==> src/rtl/coverage_reporter_pkg.sv <==
// Shared definitions for the fault-coverage reporter.
//   state_t  : reporter FSM states (same encoding the BIST controller uses)
//   PERMILLE : full-scale coverage value
package coverage_reporter_pkg;

  typedef enum logic [1:0] {
    IDLE    = 2'd0,
    COLLECT = 2'd1,
    DIVIDE  = 2'd2,
    FIN     = 2'd3
  } state_t;

  localparam int PERMILLE = 1000;

endpackage

==> src/rtl/coverage_reporter_sync_fifo.sv <==
// Show-ahead synchronous FIFO, reused by the ORA for mismatch logging.
//   clk, rst    : clock, async active-high reset
//   push, din   : write request / data (dropped when full without a same-cycle pop)
//   pop         : read request (ignored when empty)
//   dout        : head entry, valid whenever !empty (0 when empty)
//   full, empty : occupancy flags
module sync_fifo #(
  parameter int WIDTH = 8,
  parameter int DEPTH = 16
)(
  input  logic             clk,
  input  logic             rst,
  input  logic             push,
  input  logic             pop,
  input  logic [WIDTH-1:0] din,
  output logic [WIDTH-1:0] dout,
  output logic             full,
  output logic             empty
);

  localparam int AW = $clog2(DEPTH);

  logic [WIDTH-1:0] mem [DEPTH];
  logic [AW-1:0]    wr_ptr, rd_ptr;
  logic [AW:0]      cnt;
  logic             do_push, do_pop;

  assign empty   = (cnt == '0);
  assign full    = (cnt == (AW+1)'(DEPTH));
  assign do_pop  = pop && !empty;
  // A pop in the same cycle frees the slot, so a push into a full FIFO still lands.
  assign do_push = push && (!full || do_pop);
  assign dout    = empty ? '0 : mem[rd_ptr];

  always_ff @(posedge clk)
    if (do_push) mem[wr_ptr] <= din;

  always_ff @(posedge clk or posedge rst) begin
    if (rst) begin
      wr_ptr <= '0;
      rd_ptr <= '0;
      cnt    <= '0;
    end else begin
      if (do_push) wr_ptr <= wr_ptr + AW'(1);
      if (do_pop)  rd_ptr <= rd_ptr + AW'(1);
      cnt <= cnt + (AW+1)'(do_push) - (AW+1)'(do_pop);
    end
  end

endmodule

==> src/rtl/coverage_reporter.sv <==
// Fault-coverage reporter downstream of the BIST controller/ORA.
// Counts injected and detected faults, logs undetected fault indices, and on
// the rising edge of FIL_END computes coverage in permille with a restoring
// divider, then holds DONE until reset.
//   clk, rst     : clock, async active-high reset
//   FIL_INC      : fault finished pulse; DETECT qualifies it
//   FIL_END      : injection complete (level; rising edge starts the divide)
//   UNDET_POP    : pop head of undetected-fault log
//   UNDET_VALID/UNDET_IDX/UNDET_OVF : log status, head, sticky overflow
//   DET_COUNT/TOT_COUNT : saturating fault counters
//   COVERAGE/DONE       : floor(DET*1000/TOT), valid once DONE is high
module coverage_reporter
  import coverage_reporter_pkg::*;
#(
  parameter int ERR_BITS   = 12,
  parameter int FIFO_DEPTH = 16,
  parameter int COV_BITS   = 10
)(
  input  logic                clk,
  input  logic                rst,
  input  logic                FIL_INC,
  input  logic                DETECT,
  input  logic                FIL_END,
  input  logic                UNDET_POP,
  output logic                UNDET_VALID,
  output logic [ERR_BITS-1:0] UNDET_IDX,
  output logic                UNDET_OVF,
  output logic [ERR_BITS-1:0] DET_COUNT,
  output logic [ERR_BITS-1:0] TOT_COUNT,
  output logic [COV_BITS-1:0] COVERAGE,
  output logic                DONE
);

  localparam int DW    = ERR_BITS + 10;        // holds DET*1000
  localparam int ITERS = ERR_BITS + COV_BITS;
  localparam int IW    = $clog2(ITERS);
  localparam logic [ERR_BITS-1:0] CNT_MAX = '1;

  state_t              state, state_nxt;
  logic                fil_end_q, rise, collect, inc, push, full, empty;
  logic                tot_zero, last_iter, q_bit;
  logic [ERR_BITS-1:0] tot_nxt, det_nxt, rem;
  logic [ERR_BITS:0]   rem_sh;
  logic [DW-1:0]       quo, q_fin;
  logic [IW-1:0]       iter;

  assign collect = (state == IDLE) || (state == COLLECT);
  assign rise    = collect && FIL_END && !fil_end_q;
  assign inc     = collect && FIL_INC;
  assign push    = inc && !DETECT;

  // Post-increment counts: a FIL_INC coincident with the FIL_END rise must
  // be included in the divide operands.
  assign tot_nxt  = (inc && TOT_COUNT != CNT_MAX) ? TOT_COUNT + 1'b1 : TOT_COUNT;
  assign det_nxt  = (inc && DETECT && DET_COUNT != CNT_MAX) ? DET_COUNT + 1'b1 : DET_COUNT;
  assign tot_zero = (tot_nxt == '0);

  // Restoring divide step. quo starts as the dividend and shifts out its MSB
  // into the remainder while quotient bits shift in at the LSB. TOT_COUNT is
  // frozen outside collection so it serves directly as the divisor.
  assign last_iter = (state == DIVIDE) && (iter == IW'(ITERS-1));
  assign rem_sh    = {rem, quo[DW-1]};
  assign q_bit     = (rem_sh >= {1'b0, TOT_COUNT});
  assign q_fin     = {quo[DW-2:0], q_bit};

  always_ff @(posedge clk or posedge rst)
    if (rst) state <= IDLE;
    else     state <= state_nxt;

  always_comb begin
    state_nxt = state;
    case (state)
      IDLE, COLLECT: begin
        if (rise)     state_nxt = tot_zero ? FIN : DIVIDE;
        else if (inc) state_nxt = COLLECT;
      end
      DIVIDE:  if (last_iter) state_nxt = FIN;
      default: state_nxt = state;
    endcase
  end

  always_ff @(posedge clk or posedge rst) begin
    if (rst) begin
      fil_end_q <= 1'b0;
      TOT_COUNT <= '0;
      DET_COUNT <= '0;
      UNDET_OVF <= 1'b0;
      COVERAGE  <= '0;
      DONE      <= 1'b0;
      quo       <= '0;
      rem       <= '0;
      iter      <= '0;
    end else begin
      fil_end_q <= FIL_END;
      if (collect) begin
        TOT_COUNT <= tot_nxt;
        DET_COUNT <= det_nxt;
      end
      if (push && full && !UNDET_POP) UNDET_OVF <= 1'b1;
      if (rise) begin
        quo  <= DW'(det_nxt) * DW'(PERMILLE);
        rem  <= '0;
        iter <= '0;
        if (tot_zero) begin
          COVERAGE <= '0;
          DONE     <= 1'b1;
        end
      end
      if (state == DIVIDE) begin
        quo  <= q_fin;
        rem  <= q_bit ? ERR_BITS'(rem_sh - {1'b0, TOT_COUNT}) : rem_sh[ERR_BITS-1:0];
        iter <= iter + 1'b1;
        if (last_iter) begin
          DONE     <= 1'b1;
          COVERAGE <= (q_fin > DW'(PERMILLE)) ? COV_BITS'(PERMILLE) : q_fin[COV_BITS-1:0];
        end
      end
    end
  end

  // Index pushed is the pre-increment total, i.e. the 0-based fault number.
  sync_fifo #(.WIDTH(ERR_BITS), .DEPTH(FIFO_DEPTH)) u_log (
    .clk   (clk),
    .rst   (rst),
    .push  (push),
    .pop   (UNDET_POP),
    .din   (TOT_COUNT),
    .dout  (UNDET_IDX),
    .full  (full),
    .empty (empty)
  );

  assign UNDET_VALID = !empty;

endmodule

==> config.mk <==
export PLATFORM = sky130hd
export DESIGN_NAME = coverage_reporter
export DESIGN_NICKNAME = d
export VERILOG_FILES = /design/src/rtl/coverage_reporter_pkg.sv /design/src/rtl/coverage_reporter_sync_fifo.sv /design/src/rtl/coverage_reporter.sv
export SDC_FILE = /design/constraint.sdc
export NUM_CORES = 1
export LEC_CHECK = 0
export ABC_CLOCK_PERIOD_IN_PS = 6700
export BUFFER_PORTS_ARGS = -buffer_cell sky130_fd_sc_hd__buf_2
export CAP_MARGIN = 5
export CORE_MARGIN = 2
export CORE_UTILIZATION = 55
export CTS_BUF_LIST = sky130_fd_sc_hd__clkbuf_16
export DETAILED_ROUTE_END_ITERATION = 10
export PLACE_DENSITY = 0.72
export SLEW_MARGIN = 25
export SYNTH_ARGS = -nofsm -noshare
export SYNTH_HDL_FRONTEND = slang
export SYNTH_HIERARCHICAL = 1
export SYNTH_SLANG_ARGS = --single-unit
==> constraint.sdc <==
create_clock -name clk -period 6.7 [get_ports clk]
set_clock_uncertainty 0.1 [all_clocks]
set_input_delay 1.34 -clock clk [delete_from_list [all_inputs] [get_ports clk]]
set_output_delay 1.34 -clock clk [all_outputs]
set_load 0.03 [all_outputs]
==> results summary <==
The total power consumption of the routed design came out at 0.00589 W. In this run, synthesis inferred approximately 190 flip-flops with an integrated enable. In this run the deepest clock path goes through 3 buffers. The HPWL reported at the end of detailed placement came out at 20600 microns. The power density normalized to cell area came out at 355 nW/um^2. For this design the total switching power over the nets is 0.00215 W.

The number of cells upsized or downsized after cts is 0. The area growth from synthesis to layout is 11.6%. In the post-synthesis netlist, the biggest area contributors are edfxtp_1 39%, dfrtp_1 15%, ha_1 5.9%. The proportion of power drawn by flip-flops and latches came out at a little over 40%. The number of placement rows is 60. Across the run, the number of max-cap violations was 0. The summed instance area of the synthesized netlist is around 15000 sq um.

The net count of the finished layout came out at 1306. The synthesized area per cell came out at roughly 14 sq um. At the worst endpoint, the required time is 7.09 ns. The floorplan die width is 168 microns. The unique cell type count in the Yosys netlist came out at 73. The summed negative setup slack over all endpoints is 0 ns. The cell taking the most area after synthesis is edfxtp_1.

The clock period minus final worst setup slack came out at 6.05 ns. The hold buffer count at CTS came out at 0. The number of antenna violations at the first check in global routing came out at 1. The flip-flop and latch count after synthesis is 283. For this run, the leading register cell type out of synthesis is edfxtp_1. The leakage component of the power is 6.41 nW. The arrival time at the worst endpoint came out at 6.44 ns.

In the routed design, unresolved DRC markers number 0. The total wire length after detailed routing is 31000 microns. The number of routed nets with antenna violations is 0.

TritonCTS built the clock tree. The number of iterations in the first detailed-routing pass is 5. STA classifies the critical path startpoint as an input pin. The pin count of the biggest net entering global routing is 54. The share of synthesized flip-flops with an asynchronous set or reset came out at between 30% and 40%. The maximum achievable frequency came out at 165 MHz. The number of global-route vias before repair was 9347.

In the routed layout, each cell is associated on average with a via count of ~5.9. The number of standard cells after synthesis is 1097. The global route total overflow is 0. Once the floorplan was initialized, standard cells occupied 55.5% of the core. The fraction of power consumed by the clock network came out at around 25%. The boundary pin count came out at 55. The synthesized net count came out at approximately 1.2k.

The level count of the clock H-tree is 1. The maximum fanout along the worst path is 3. The number of clock sinks seen by CTS is between 200 and 300. Net switching is 36.5% of the power. The share of total power in combinational logic came out at 35.0%. The worst-case IR drop observed on VDD is 0.257 mV.

After filler insertion, the fill cell instance count of the layout stands at 2054. The number of port buffers is 54. Setup repair after global routing left no endpoint under its margin. In this run the post-CTS setup repair buffer count came out at 0. The final-report hold violation count is 0.

Global routing used 22.7% of the available tracks across all layers. The core region area came out at 26700 sq um. Cell internal power was estimated by the tool at 0.00374 W. Buffers inserted during clock tree synthesis total 29.

The wire length of the first global-routing pass came out at 50400 microns. The clock transition at the register clock pins on the worst setup and hold paths after CTS came out at 0.06 ns. The last weighted congestion value of the routability-driven placer came out at 0.818.

The startpoint-to-endpoint class of the critical path is input pin to flip-flop. Cells with a size suffix above 1 make up 18.2% of the layout. CTS placed an instance of clkbuf_16 at the clock tree root. The clock latency at the later pin of the worst-skew pair is 0.57 ns. The routed wirelength normalized by instance count came out at about 20 microns. The slew at the pin closest to its max-slew limit is 0.937 ns. The violation count after the first detailed-route iteration came out at 643. The tightest slew margin relative to the limit came out at 37.6%. The reg-to-reg setup timing slack is 0.87 ns.

The run finished with clean final reports. The overall die height came out at 168 microns. Of the synthesized area, sequential elements account for ~54%. The routed layout has 9161 vias. The path class of the tightest hold or removal check is flip-flop to flip-flop.

The final number of max-transition violations came to 0. The Yosys step of the flow raised 6 warnings. The die covers approximately 28000 sq um. The top cell type's share of synthesized area is 38.8%. The type of destination of the critical path is a flip-flop. Setup violations remaining at the end of the flow were counted as 0. The share of the clock period used by the worst path is 90.4%.
-- logic make-up (layout without fill, tap and decap cells) --
family / count (synthesis) / count (layout) / share of synthesized area [%]
AO/OA/AOI/OAI: 192 / 192 / 9.21
buffers and inverters: 141 / 261 / 4.40
adder cells (fa/ha/maj): 106 / 106 / 10.8
flip-flops: 283 / 283 / 54.2
AND/OR/NAND/NOR: 241 / 241 / 8.27
other: 0 / 1 / 0
XOR/XNOR: 67 / 67 / 4.10
multiplexers: 67 / 67 / 9.08
-- metrics by stage --
step | instances | setup WS [ns] | hold WS [ns] | area [sq um] | utilization (%)
2_1_floorplan | 1097 | 0.0819 | 0.357 | 14800 | -
3_3_place_gp | 1504 | 0.0636 | 0.379 | 15700 | 58.7
3_5_place_dp | 1504 | 0.0241 | 0.383 | 15700 | 58.8
4_1_cts | 1558 | 0.619 | 0.393 | 16600 | 62.0
5_1_grt | 1558 | 0.261 | 0.411 | 16600 | 62.0
6_report | 1559 | 0.646 | 0.392 | 16600 | 62.0
-- worst max-delay path, cell delays in order --
cell	delay, ns
buf_2	0.09
nand3b_1	0.27
a31o_2	0.34
nor4_1	0.31
nand2_1	0.16
xnor2_1	0.18
fa_1	0.51
inv_1	0.05
fa_1	0.50
inv_1	0.05
fa_1	0.49
inv_1	0.05
fa_1	0.50
inv_1	0.04
ha_1	0.29
a21o_1	0.19
a41oi_2	0.17
o21ai_0	0.13
or4b_1	0.48
o2111a_1	0.15
o21ai_0	0.13
-- synth_stat cells (all sizes together) (6+ instances only) --
library cell  count
fa               36
a211oi           27
inv              98
and3              6
a21o              9
nor2b            17
nand2            65
mux2i            18
nand2b            8
clkbuf           18
a22oi            11
nand3            30
dfrtp            91
nand4            12
a31oi             9
nor3             23
buf              25
xor2             19
mux4             48
nor2             50
o22ai             8
o21a              6
edfxtp          192
o211ai           22
xnor2            48
a21oi            33
ha               70
o21ai            35
-- power by group through the flow --
stage          Sequential, W  Clock (W)  Combinational (W)
6_report             0.00238    0.00145            0.00206
2_1_floorplan        0.00235          0            0.00165
3_5_place_dp         0.00241          0            0.00207
4_1_cts              0.00238    0.00148            0.00208
5_1_grt              0.00242    0.00155            0.00228
3_3_place_gp         0.00241          0            0.00203
-- path summary, 6_finish.rpt --
path / from / depth (start not counted) / end
max in group asynchronous: rst / 3 / DET_COUNT[9]
worst max register to register: state[1] / 20 / quo[19]
worst min-delay path: iter[4] / 1 / iter[4]
worst min register to register: iter[4] / 1 / iter[4]
min in group asynchronous: rst / 2 / quo[16]
worst max-delay path: FIL_INC / 21 / quo[19]
-- routing by layer --
layer	GRT usage (%)	share of wire [%]	wire length (microns)	vias up
met5	0	0	0	-
met3	3.15	4.4	1380	47
met1	29.7	42	13000	4590
met4	5.73	2.3	699	0
met2	40.1	51	15900	225
li1	-	-	-	4299
-- flip-flops by register name, indices dropped and copies added, names as in the netlist, 5 cells and up --
name,count
u_log/cnt,5
u_log/mem,192
iter,5
rem,12
quo,22
TOT_COUNT,12
DET_COUNT,12
COVERAGE,10
-- cell type report --
type / count / area (sq um) / area share, %
well taps: 341 / 427 / 2.57
flip-flops and latches: 283 / 8050 / 48.6
inverters: 98 / 369 / 2.23
multi-input cells: 673 / 6190 / 37.4
repair buffers: 109 / 683 / 4.12
diodes: 1 / 2.50 / 0.0151
clock buffers: 29 / 726 / 4.38
clock inverters: 25 / 129 / 0.778
-- layout by cell type (no fill, tap or decap), types with 30 or more instances in the layout --
master	instances
o21ai_0	35
ha_1	70
nor2_1	45
fa_1	36
nand2_1	65
buf_4	55
nand3_1	30
buf_2	54
inv_1	105
edfxtp_1	192
dfrtp_1	88
xnor2_1	45
a21oi_1	32
Power figures use the tool's default switching activity.
